File: config.mk
export PLATFORM = sky130hd
export DESIGN_NAME = uart_tx_feeder
export DESIGN_NICKNAME = d
export VERILOG_FILES = /design/src/rtl/uart_pkg.sv /design/src/rtl/uart_sync_fifo.sv /design/src/rtl/uart_tx_feeder.sv
export SDC_FILE = /design/constraint.sdc
export NUM_CORES = 1
export LEC_CHECK = 0
export BUFFER_PORTS_ARGS = -buffer_cell sky130_fd_sc_hd__buf_2
export CAP_MARGIN = 20
export CORE_MARGIN = 1
export CORE_UTILIZATION = 40
export CTS_BUF_LIST = sky130_fd_sc_hd__clkbuf_2
export CTS_CLUSTER_DIAMETER = 30
export CTS_CLUSTER_SIZE = 30
export DETAILED_ROUTE_END_ITERATION = 16
export GPL_ROUTABILITY_DRIVEN = 0
export RECOVER_POWER = 25
export SETUP_SLACK_MARGIN = 0.3
export SLEW_MARGIN = 20
export SYNTH_ARGS = -nofsm -noshare
export SYNTH_HDL_FRONTEND = slang
export SYNTH_SLANG_ARGS = --single-unit
File: constraint.sdc
create_clock -name clk -period 2.4 [get_ports clk]
set_clock_uncertainty 0.05 [all_clocks]
set_input_delay 0.12 -clock clk [delete_from_list [all_inputs] [get_ports clk]]
set_output_delay 0.12 -clock clk [all_outputs]
set_load 0.02 [all_outputs]
File: src/rtl/uart_pkg.sv
// Shared definitions for the UART transmit-side feeder: FSM encoding and
// the clock/baud relationship that sets the default inter-byte gap.
package uart_pkg;

  typedef enum logic [1:0] {
    IDLE      = 2'd0,
    START     = 2'd1,
    WAIT_DONE = 2'd2,
    GAP       = 2'd3
  } feeder_state_t;

  localparam int CLKS_PER_BIT       = 10;
  // Stop bit plus a couple of clocks for the transmitter to settle in idle.
  localparam int GAP_CYCLES_DEF     = CLKS_PER_BIT + 2;
  localparam int TIMEOUT_CYCLES_DEF = 160;

endpackage

File: src/rtl/uart_sync_fifo.sv
// Synchronous byte FIFO with (AW+1)-bit pointers; the extra MSB tells full
// from empty. Flush drops everything not yet popped by snapping rd to wr.
module uart_sync_fifo #(
  parameter int DEPTH = 16,
  parameter int AW    = $clog2(DEPTH)
) (
  input  logic          clk,
  input  logic          rst,
  input  logic [7:0]    wdata,
  input  logic          push,
  input  logic          pop,
  input  logic          flush,
  output logic [7:0]    rdata,
  output logic          full,
  output logic          empty,
  output logic [AW:0]   level
);

  logic [AW:0] wr_ptr;
  logic [AW:0] rd_ptr;
  logic [7:0]  mem [DEPTH];
  logic        do_push;
  logic        do_pop;

  assign full    = (wr_ptr[AW-1:0] == rd_ptr[AW-1:0]) && (wr_ptr[AW] != rd_ptr[AW]);
  assign empty   = (wr_ptr == rd_ptr);
  // A full FIFO refuses the push even if a pop frees a slot this cycle.
  assign do_push = push && !full && !flush;
  assign do_pop  = pop && !empty && !flush;
  assign rdata   = mem[rd_ptr[AW-1:0]];
  assign level   = wr_ptr - rd_ptr;

  // Storage array; contents are don't-care until written, so no reset.
  always_ff @(posedge clk) begin
    if (do_push) begin
      mem[wr_ptr[AW-1:0]] <= wdata;
    end
  end

  // Pointer update; wrap-around comes from natural overflow of AW+1 bits.
  always_ff @(posedge clk) begin
    if (rst) begin
      wr_ptr <= '0;
      rd_ptr <= '0;
    end else begin
      if (do_push) begin
        wr_ptr <= wr_ptr + 1'b1;
      end
      if (flush) begin
        rd_ptr <= wr_ptr;
      end else if (do_pop) begin
        rd_ptr <= rd_ptr + 1'b1;
      end
    end
  end

endmodule

File: src/rtl/uart_tx_feeder.sv
// Buffers producer bytes and hands them one at a time to the UART
// transmitter, waiting for tx_done plus a settle gap between bytes and
// abandoning a byte if the transmitter never answers.
module uart_tx_feeder
  import uart_pkg::*;
#(
  parameter int DEPTH          = 16,
  parameter int AW             = $clog2(DEPTH),
  parameter int GAP_CYCLES     = GAP_CYCLES_DEF,
  parameter int TIMEOUT_CYCLES = TIMEOUT_CYCLES_DEF
) (
  input  logic          clk,
  input  logic          rst,
  input  logic [7:0]    in_data,
  input  logic          in_valid,
  output logic          in_ready,
  input  logic          flush,
  output logic          tx_start,
  output logic [7:0]    tx_data,
  input  logic          tx_done,
  output logic [AW:0]   level,
  output logic          busy,
  output logic          err_timeout
);

  localparam int GW = $clog2(GAP_CYCLES + 1);
  localparam int WW = $clog2(TIMEOUT_CYCLES);

  feeder_state_t state;
  feeder_state_t state_nxt;

  logic [GW-1:0] gap_cnt;
  logic [WW-1:0] wdog;
  logic          wd_expire;
  logic          pop;
  logic          start_set;
  logic          fifo_full;
  logic          fifo_empty;
  logic [7:0]    fifo_rdata;

  uart_sync_fifo #(
    .DEPTH (DEPTH),
    .AW    (AW)
  ) u_fifo (
    .clk   (clk),
    .rst   (rst),
    .wdata (in_data),
    .push  (in_valid),
    .pop   (pop),
    .flush (flush),
    .rdata (fifo_rdata),
    .full  (fifo_full),
    .empty (fifo_empty),
    .level (level)
  );

  assign in_ready  = !fifo_full;
  assign wd_expire = (wdog == WW'(TIMEOUT_CYCLES - 1));

  // State register.
  always_ff @(posedge clk) begin
    if (rst) begin
      state <= IDLE;
    end else begin
      state <= state_nxt;
    end
  end

  // Next-state logic; a flush in IDLE pre-empts that cycle's pop.
  always_comb begin
    state_nxt = state;
    case (state)
      IDLE:      if (!fifo_empty && !flush) state_nxt = START;
      START:     state_nxt = WAIT_DONE;
      WAIT_DONE: if (tx_done || wd_expire) state_nxt = GAP;
      GAP:       if (gap_cnt <= GW'(1)) state_nxt = IDLE;
      default:   state_nxt = IDLE;
    endcase
  end

  // Output decode from the current state.
  always_comb begin
    pop       = (state == IDLE) && !fifo_empty && !flush;
    start_set = (state == START);
    busy      = (state != IDLE);
  end

  // Start pulse is registered so the transmitter sees a clean one-clock
  // strobe; it lands one clock after START, together with WAIT_DONE entry.
  always_ff @(posedge clk) begin
    if (rst) begin
      tx_start <= 1'b0;
    end else begin
      tx_start <= start_set;
    end
  end

  // Byte handed to the transmitter; stays put until the next pop.
  always_ff @(posedge clk) begin
    if (rst) begin
      tx_data <= 8'h00;
    end else if (pop) begin
      tx_data <= fifo_rdata;
    end
  end

  // Watchdog, gap counter and sticky timeout flag.
  always_ff @(posedge clk) begin
    if (rst) begin
      wdog        <= '0;
      gap_cnt     <= '0;
      err_timeout <= 1'b0;
    end else begin
      case (state)
        START: begin
          wdog <= '0;
        end
        WAIT_DONE: begin
          if (tx_done) begin
            gap_cnt <= GW'(GAP_CYCLES);
          end else if (wd_expire) begin
            err_timeout <= 1'b1;
            gap_cnt     <= GW'(GAP_CYCLES);
          end else begin
            wdog <= wdog + 1'b1;
          end
        end
        GAP: begin
          if (gap_cnt != '0) begin
            gap_cnt <= gap_cnt - 1'b1;
          end
        end
        default: ;
      endcase
    end
  end

endmodule

==> summary.txt <==
Cells and area
  – Synth-to-Final Area Change: 20.3%
  – Final Instance Area: 8230 um2
  – Util after Layout: 0.495
  – Final Non-Filler Cells: 784
  – Final-stage net count: 583
  – Share of final-layout standard cells stronger than drive strength 1: 0.300
  – Diodes inserted: 0

Flow run
  – Total of max-cap violations: 0

Floorplanning
  – I/O pin count: 30
  – Total die area: between 15000 and 20000 um2
  – Vert. Die Dim: ~130 um
  – Initial Util: 0.411
  – Placeable core area: 16600 um2
  – Num rows: 47
  – Die extent in x: 133 um

GRT
  – Maximum number of pins on one net before global-route repair: 35
  – First-pass GRT wire length: 23100 um
  – Vias in the first global route: around 4200
  – Tot GR Track Use: 0.179
  – Sum of overflow across all layers after global routing: 0
  – Antenna violations before repair: 0

Power
  – Power density over cell area: 730 nW/um2
  – Standby leakage power: 2.75 nW
  – Highest ir drop seen on vdd: 0.628 mV
  – Total design power: about 6 mW

Synthesis
  – Number of flip-flops and latches in the synthesized netlist: 162
  – Sequential cell area fraction in the yosys report: 0.661
  – Library cells used by synthesis: 51
  – Most instantiated flip-flop cell in the synthesis netlist: edfxtp_1
  – Largest cells by area after synthesis: edfxtp_1 (56%), dfxtp_1 (9.9%), mux4_2 (4.9%)
  – Most frequently used cell type in the post-synthesis netlist: edfxtp_1
  – Top cells by count, synth: edfxtp_1 (128), nor2_1 (37), dfxtp_1 (34)
  – Mean instance size in the synthesized netlist: 14.6 um2
  – Post-synthesis cell area: just under 7000 um2
  – Number of warning messages in the yosys log: 0
  – Share of synthesized registers carrying an async set or reset: 0
  – Fraction of post-synthesis cell area in the top cell type by area: 0.562
  – Post-Syn Instances: 468
  – Leading area contributor after synthesis: edfxtp_1
  – Post-synth net total: 500
  – Count of flip-flops with a built-in enable after synthesis: ~130

Drt
  – Violation count after the first detailed-routing iteration: 289
  – Number of vias per cell: 5.34
  – Drt total wl: 15200 um
  – Routed via count: between 4000 and 5000
  – # DRC: 0
  – Post-route antenna net violation count: 0
  – Per-cell routed wire length: 19.4 um
  – First-pass DRT Iterations: 4

Worst setup path
  – Kind of critical path: reg2out
  – R2r setup slk: 0.33 ns
  – Crit Path Max Fanout: 2
  – Setup crit start: u_fifo.wr_ptr[0]$_SDFFE_PP0P_
  – Critical path launch point type: flop
  – Kind of end point of the critical path: output pin
  – Data arrival time of the critical path: 2.24 ns
  – Required time worst endpoint: 2.23 ns
  – Startpoint of the lowest-slack register-to-register path: u_fifo.rd_ptr[2]$_SDFFE_PP0P_

Min path
  – Worst hold path startpoint: flush
  – Hold crit path type: in2reg

Clocking
  – Library cell used as clock root buffer: clkbuf_2
  – CTS clk-pin slew, worst paths: 0.25 ns
  – Deepest level of the CTS H-tree: 4
  – CTS tree: yes
  – Clock Path Buffers: 2
  – Number of clock buffers inserted by TritonCTS: 17
  – Sinks on the clock net: 162
  – Insertion delay to the later sink of the worst-skew pair: 0.71 ns

Timing
  – # setup viols final: 1
  – Peak clock frequency supported by timing: 414 MHz
  – Min cycle time layout: 2.41 ns
  – Number of failing hold endpoints at the final stage: 0
  – Total negative setup slack: -0.0127 ns
  – Setup repair after global routing missed its margin: true
  – Count of final max-slew check failures: 0
  – Worst Max-Slew Pin Slew: 0.858 ns
  – Post-route clock period utilization: 1.01
  – Remaining max-slew budget at the tightest pin: 0.428
  – Post-layout worst setup margin: -0.0127 ns
  – Final-layout worst hold slack: 0.189 ns

Status
  – Status: finished with violations
  – Violated checks: setup timing

Place
  – Count of input and output buffers: 29
  – Half-perimeter wire length after detailed placement: 9820 um
  – Pre-CTS setup slack: 0.120 ns
  – Placed Instances: 716
  – Area after detailed placement: around 7500 um2
where the power goes:
| part | switching, mW | internal [mW] | total [mW] |
|---|---|---|---|
| clock network | 1.02 | 0.406 | 1.42 |
| logic | 0.768 | 0.596 | 1.36 |
| registers | 0.0865 | 3.14 | 3.22 |
registers in the layout, indices dropped and copies added (netlist names):
signal	count
u_fifo.wr_ptr	5
tx_data	8
err_timeout	1
gap_cnt	4
state	2
wdog	8
tx_start	1
u_fifo.rd_ptr	5
u_fifo.mem	128
kinds of logic (layout without fill, tap and decap cells):
kind of cell	Yosys count	after routing	synth area share
AO/OA/AOI/OAI	77	77	0.0832
XOR/XNOR	12	12	0.0181
adder cells (fa/ha/maj)	19	19	0.0358
buffers and inverters	42	138	0.0280
flip-flops	162	162	0.661
multiplexers	48	48	0.0977
AND/OR/NAND/NOR	108	108	0.0759
critical path, cell delays in order (launching register included):
cell,delay [ns]
dfxtp_4,0.42
inv_4,0.04
ha_4,0.15
fa_2,0.34
buf_4,0.15
buf_6,0.12
xnor2_4,0.18
buf_6,0.14
layout by cell type, fill, tap and decap left out, types with 9 or more instances in the layout:
cell	netlist	layout
mux4_2	15	15
edfxtp_1	128	128
ha_1	18	13
dlygate4sd3_1	0	12
clkbuf_2	0	17
a21oi_1	15	13
nand2_1	22	18
dfxtp_1	34	27
buf_4	2	37
buf_2	9	16
o22ai_1	14	12
mux2i_1	33	33
a311oi_1	9	9
nor2_1	37	25
a211oi_1	10	9
inv_1	18	14
what timing repair did:
| item | 4_1_cts | 5_1_grt |
|---|---|---|
| buffers inserted | 14 | 9 |
| hold buffers | 12 | 0 |
| pin swaps | 9 | 11 |
| resized for setup | 27 | 22 |
| setup endpoints to repair | 102 | 28 |
| hold endpoints to repair | 160 | 0 |
| gates cloned | 1 | 0 |
final timing paths:
| check | endpoint | depth (start not counted) |
|---|---|---|
| max | level[2] | 7 |
| min | u_fifo.rd_ptr[0]$_SDFFE_PP0P_ | 3 |
| max reg2reg | u_fifo.mem[0][5]$_DFFE_PP_ | 8 |
| min reg2reg | err_timeout$_SDFFE_PP0P_ | 2 |
layout make-up:
| cell class | count | area (um2) |
|---|---|---|
| inverter | 20 | 87.6 |
| clock buffer | 17 | 85.1 |
| multi-input combinational | 264 | 2390 |
| fill | 1444 | 8410 |
| tap | 220 | 275 |
| timing repair buffer | 86 | 711 |
| clock inverter | 15 | 145 |
| sequential | 162 | 4540 |
metal layers:
metal	routed length, um	track usage	vias up
li1	-	-	1967
met4	407	0.0754	0
met1	6600	0.230	2071
met3	659	0.0406	28
met5	0	0	-
met2	7500	0.293	122
No activity file was read; power rests on OpenSTA's default activity.
